$ cat src/rtl/ldpc_mem_pkg.sv
// rtl/ldpc_mem_pkg.sv - shared types and constants for the LDPC message/LLR store
package ldpc_mem_pkg;

    localparam bit RW_READ_FIRST  = 1'b0;
    localparam bit RW_WRITE_FIRST = 1'b1;

    typedef enum logic {
        CLR_IDLE,
        CLR_SWEEP
    } clr_state_t;

endpackage

$ cat src/rtl/ram_clr_seq.sv
// rtl/ram_clr_seq.sv - clear sweep sequencer: walks every entry once, writing zero
module ram_clr_seq
    import ldpc_mem_pkg::*;
#(
    parameter int A_WIDTH      = 8,
    parameter int RAM_DEPTH    = 256,
    parameter int CLR_ON_RESET = 1
) (
    input  logic               clk,
    input  logic               rst_n,
    input  logic               clr_req,
    output logic               busy,
    output logic               clr_we,
    output logic [A_WIDTH-1:0] clr_addr
);

    // Terminal compare against the last index keeps a full 2**A_WIDTH sweep from wrapping.
    localparam logic [A_WIDTH-1:0] LAST_ADDR = A_WIDTH'(RAM_DEPTH - 1);

    clr_state_t         state;
    logic [A_WIDTH-1:0] ptr;

    always_ff @(posedge clk or negedge rst_n) begin
        if (!rst_n) begin
            state <= (CLR_ON_RESET != 0) ? CLR_SWEEP : CLR_IDLE;
            ptr   <= '0;
        end else begin
            case (state)
                CLR_IDLE: begin
                    if (clr_req) begin
                        state <= CLR_SWEEP;
                        ptr   <= '0;
                    end
                end
                CLR_SWEEP: begin
                    if (ptr == LAST_ADDR) begin
                        state <= CLR_IDLE;
                        ptr   <= '0;
                    end else begin
                        ptr <= ptr + 1'b1;
                    end
                end
                default: begin
                    state <= CLR_IDLE;
                    ptr   <= '0;
                end
            endcase
        end
    end

    assign busy     = (state == CLR_SWEEP);
    assign clr_we   = busy;
    assign clr_addr = ptr;

endmodule

$ cat src/rtl/ram_sdp_sr_clr.sv
// rtl/ram_sdp_sr_clr.sv - simple-dual-port sync-read RAM with read-valid and clear sweep
module ram_sdp_sr_clr
    import ldpc_mem_pkg::*;
#(
    parameter int DATA_WIDTH   = 8,
    parameter int A_WIDTH      = 8,
    parameter int RAM_DEPTH    = 256,
    parameter int RD_LAT       = 1,
    parameter int RW_MODE      = 0,
    parameter int CLR_ON_RESET = 1
) (
    input  logic                  clk,
    input  logic                  rst_n,
    input  logic                  clr_req,
    output logic                  busy,
    input  logic                  we,
    input  logic [A_WIDTH-1:0]    wr_addr,
    input  logic [DATA_WIDTH-1:0] wr_data,
    input  logic                  re,
    input  logic [A_WIDTH-1:0]    rd_addr,
    output logic [DATA_WIDTH-1:0] rd_data,
    output logic                  rd_valid
);

    // When the array spans the whole address space every address is legal.
    localparam bit                 FULL_SPAN = (RAM_DEPTH >= (1 << A_WIDTH));
    localparam logic [A_WIDTH-1:0] LAST_ADDR = A_WIDTH'(RAM_DEPTH - 1);
    localparam bit                 WR_FIRST  = (RW_MODE == int'(RW_WRITE_FIRST));

    logic [DATA_WIDTH-1:0] mem [RAM_DEPTH];

    logic                  clr_we;
    logic [A_WIDTH-1:0]    clr_addr;
    logic                  wr_in_range;
    logic                  rd_in_range;
    logic                  wr_ok;
    logic                  rd_ok;
    logic                  mem_we;
    logic [A_WIDTH-1:0]    mem_addr;
    logic [DATA_WIDTH-1:0] mem_wdata;
    logic [DATA_WIDTH-1:0] rd_word;
    logic                  s1_valid;
    logic [DATA_WIDTH-1:0] s1_data;

    ram_clr_seq #(
        .A_WIDTH      (A_WIDTH),
        .RAM_DEPTH    (RAM_DEPTH),
        .CLR_ON_RESET (CLR_ON_RESET)
    ) u_clr_seq (
        .clk      (clk),
        .rst_n    (rst_n),
        .clr_req  (clr_req),
        .busy     (busy),
        .clr_we   (clr_we),
        .clr_addr (clr_addr)
    );

    assign wr_in_range = FULL_SPAN || (wr_addr <= LAST_ADDR);
    assign rd_in_range = FULL_SPAN || (rd_addr <= LAST_ADDR);
    assign wr_ok       = we && !busy && wr_in_range;
    assign rd_ok       = re && !busy;

    // The sweep owns the write port while busy.
    assign mem_we    = clr_we || wr_ok;
    assign mem_addr  = clr_we ? clr_addr : wr_addr;
    assign mem_wdata = clr_we ? '0 : wr_data;

    always_ff @(posedge clk) begin
        if (mem_we) begin
            mem[mem_addr] <= mem_wdata;
        end
    end

    always_comb begin
        rd_word = '0;
        if (!rd_in_range) begin
            rd_word = '0;
        end else if (WR_FIRST && wr_ok && (wr_addr == rd_addr)) begin
            rd_word = wr_data;
        end else begin
            rd_word = mem[rd_addr];
        end
    end

    always_ff @(posedge clk or negedge rst_n) begin
        if (!rst_n) begin
            s1_valid <= 1'b0;
            s1_data  <= '0;
        end else begin
            s1_valid <= rd_ok;
            if (rd_ok) begin
                s1_data <= rd_word;
            end
        end
    end

    generate
        if (RD_LAT == 2) begin : g_lat2
            logic                  s2_valid;
            logic [DATA_WIDTH-1:0] s2_data;

            always_ff @(posedge clk or negedge rst_n) begin
                if (!rst_n) begin
                    s2_valid <= 1'b0;
                    s2_data  <= '0;
                end else begin
                    s2_valid <= s1_valid;
                    if (s1_valid) begin
                        s2_data <= s1_data;
                    end
                end
            end

            assign rd_valid = s2_valid;
            assign rd_data  = s2_data;
        end else begin : g_lat1
            assign rd_valid = s1_valid;
            assign rd_data  = s1_data;
        end
    endgenerate

endmodule

$ cat config.mk
export PLATFORM = sky130hd
export DESIGN_NAME = ram_sdp_sr_clr
export DESIGN_NICKNAME = d
export VERILOG_FILES = /design/src/rtl/ldpc_mem_pkg.sv /design/src/rtl/ram_clr_seq.sv /design/src/rtl/ram_sdp_sr_clr.sv
export SDC_FILE = /design/constraint.sdc
export NUM_CORES = 2
export LEC_CHECK = 0
export ABC_AREA = 1
export BUFFER_PORTS_ARGS = -buffer_cell sky130_fd_sc_hd__buf_2
export CAP_MARGIN = 20
export CORE_MARGIN = 4
export CORE_UTILIZATION = 45
export CTS_CLUSTER_SIZE = 8
export DETAILED_ROUTE_END_ITERATION = 10
export PLACE_DENSITY = 0.67
export SKIP_LAST_GASP = 1
export SLEW_MARGIN = 25
export SYNTH_ARGS = -nofsm -noshare
export SYNTH_HDL_FRONTEND = slang
export SYNTH_SLANG_ARGS = --single-unit
$ cat constraint.sdc
create_clock -name clk -period 7.9 [get_ports clk]
set_input_delay 1.58 -clock clk [delete_from_list [all_inputs] [get_ports clk]]
set_output_delay 1.58 -clock clk [all_outputs]
set_load 0.01 [all_outputs]
==> flow_summary.yaml <==
critical_path:
  crit_buf_inv: 0
  critical-path-top-cell-by-count: "nor2_1"
  crit_type: "reg2reg"
  critPathMaxFanout: 29
  r2r_start: "u_clr_seq.busy"
  critical_path.slowest_cell: "dfstp_2"
  worst-endpoint-arrival_ns: 5.09
  reg2regPathDepth: 4
  slowest_delay_ns: 1.09
  startpoint_type: "flop"
  cp_cell_sequence: "o21ai_0 -> nor2_1 -> nand2_1 -> nor2_1"
  regToRegSetupSlack_ns: 3.30
  critical_path_required_ns: 8.39
  critical_path.endpoint_type: "flop"
  r2r-end: "mem[60][5]"
  critical-path-top-delay-family: "simple AND/OR/NAND/NOR gates"
logic_synthesis:
  synth_warnings: 0
  yosysSeqAreaShare: 0.737
  post_synth_main_area_contributors: "edfxtp_1 73%, nand3_1 12%, nand2_1 9.4%"
  mean_instance_size_in_the_synthesized_netlist_um2: 11.9
  synth_cell_types: 28
  synthesis.instances: 7093
  synth_seq_cells: 2066
  synth.cell_area_um2: 84100
  mappedNetlistNets: 7123
  post-synth-top-area-fraction: 0.731
  synth.largest_area_cell: "edfxtp_1"
layout:
  leading_cell_type_in_the_layout_fill_and_taps_excluded: "nand2_1"
  fillers: 15534
  layout-area-overhead-vs-synth_pct: 11.7
  antenna_cells: 0
  mostFrequentLayoutCells: "2110 x nand2_1, 2048 x edfxtp_1, 2043 x nand3_1"
  postLayoutCellArea_um2: 94000
  layout-drive-gt1-share: 0.0636
  finalNetCount: 7060
pwr:
  largest_voltage_drop_on_the_vdd_net_mv: 0.174
  pwr_density_cell_nw_per_um2: 273
  static_leakage_power_nw: 32.9
sta:
  clock_skew_ns: 0.0613
  fmax_mhz: 217
  post-route-min-period_ns: 4.60
  setup_viol: 0
  rsz0062_at_grt: "false"
  post-route-period-util: 0.582
  slew_viol_final: 0
  fin_setup_tns_ns: 0
  slew_headroom: 0.172
  worst_margin_pin_slew_ns: 1.24
  hold_viol_final: 0
floorplanning:
  initial_utilization: 0.453
  io_pins: 39
  floorplan.die_area_um2: 194000
  core_area_um2: 186000
  floorplan.die.width_um: 440
  placementRows: 158
  die_h_um: 440
clocking:
  post_cts_buffers: 0
  number_of_instances_resized_during_post_cts_repair: 0
  ctsHtreeMaxLevel: 5
  cts-root-buf: "clkbuf_16"
  hold_buffers: 0
  max-clock-path-buffers: 4
  clkSinkCount: 2066
  worst_skew_pair.late_latency_ns: 0.90
  clkSlewWorstSetupHoldPaths_ns: 0.05
  tritoncts: "built"
  cts_inserted_buffers: 308
global_route:
  track_usage: 0.229
  grt_first_pass_wirelength_um: 337000
  grt_pass1_vias: 53248
  grt_remaining_overflow: 0
  grt_antenna_before_repair: 1
  grt_max_degree: 261
route:
  detail_route.iter0.violations: 7644
  drt_pass1_iterations: 9
  drt-total-wl_um: 224000
  avgViaCountPerCell: 5.78
  detailed_route_wire_length_per_cell_um: 23.4
  routed-via-count: 55213
  drt.antenna.violating_nets: 0
  drcViolationCount: 0
outcome:
  status: "completed"
place:
  gp_routability_congestion: 0.856
  place.port_buffers: 38
  place_hpwl_um: 118000
  post_dp_cell_area_um2: 85900
worst_hold_path:
  hold_path_end: "rd_data[7]"
  timing.hold.worst.class: "reg2reg"
  whs_path_depth: 2
  hold_path.startpoint: "rd_data[7]"
job:
  timing.max_cap.violations: 0
tightest hold or removal path, cell delays in order (launching register included):
cell and delay (ns):
dfrtp_1 0.34, nand2_1 0.06, nand2_1 0.05
where the power goes:
| part | switching [W] | internal, W |
|---|---|---|
| logic | 0.00163 | 0.000402 |
| clock network | 0.00430 | 0.00699 |
| registers | 0.0000803 | 0.0123 |
| total | 0.00601 | 0.0197 |
area by class of cell:
type                       count  area, um2  area share
clock inverter                 6       51.3    0.000546
timing repair buffer         112       1070      0.0114
multi-input combinational   4483      19500       0.208
inverter                      59        255     0.00272
clock buffer                 351       8000      0.0851
tap                         2480       3100      0.0330
sequential                  2066      62000       0.659
cell families (layout without fill, tap and decap cells):
logic type               count (synthesis)  in the layout  share of synthesized area
AND/OR/NAND/NOR                       4461           4461                      0.230
flip-flops                            2066           2066                      0.737
buffers and inverters                  544            528                     0.0318
AO/OA/AOI/OAI                           16             16                    0.00109
XOR/XNOR                                 5              5                   0.000521
adder cells (fa/ha/maj)                  1              1                   0.000149
metrics by stage:
stage,worst slack [ns],cells,hold slack [ns],util,total power (W)
final,3.30,9557,0.479,0.506,0.0257
after global routing,3.18,9557,0.498,0.506,0.0264
after CTS,3.33,9556,0.484,0.506,0.0257
after detailed placement,2.59,9199,0.471,0.463,0.0145
after global placement,2.63,9199,0.480,0.463,0.0145
after floorplan,1.78,7093,0.490,-,0.0137
sequential cells by signal, indices dropped and copies added (netlist names):
name	cells
rd_data	8
u_clr_seq.busy	1
mem	2048
rd_valid	1
u_clr_seq.clr_addr	8
metal layers:
metal  global-route usage  vias to the layer above  wire length, um  share of wire
met3               0.0448                      507            21600          0.096
met5                    0                        -                0              0
met4               0.0926                        0             8970          0.040
li1                     -                    24948                -              -
met2                0.353                     2941           104000           0.46
met1                0.319                    26817            89400           0.40
cell usage after synthesis, drive strengths merged:
library cell  instances
nand2              2110
edfxtp             2048
nand3              2044
buf                 392
nor2                304
clkbuf               93
inv                  57
dfrtp                17
o21ai                 9
o22ai                 5
xor2                  4
clkinv                2
nor3                  2
a21oi                 1
a31oi                 1
dfstp                 1
ha                    1
or2                   1
xnor2                 1
worst max-delay path by stage:
stage | startpoint | slack [ns] | end | cells past startpoint
floorplan | wr_data[0] | 1.78 | mem[0][0] | 2
global placement | rd_addr[0] | 2.63 | rd_data[3] | 13
detailed placement | rd_addr[0] | 2.59 | rd_data[3] | 13
CTS | u_clr_seq.busy | 3.33 | mem[61][5] | 4
global route | u_clr_seq.busy | 3.18 | mem[60][5] | 4
finish | u_clr_seq.busy | 3.30 | mem[60][5] | 4
Power figures use the tool's default switching activity.
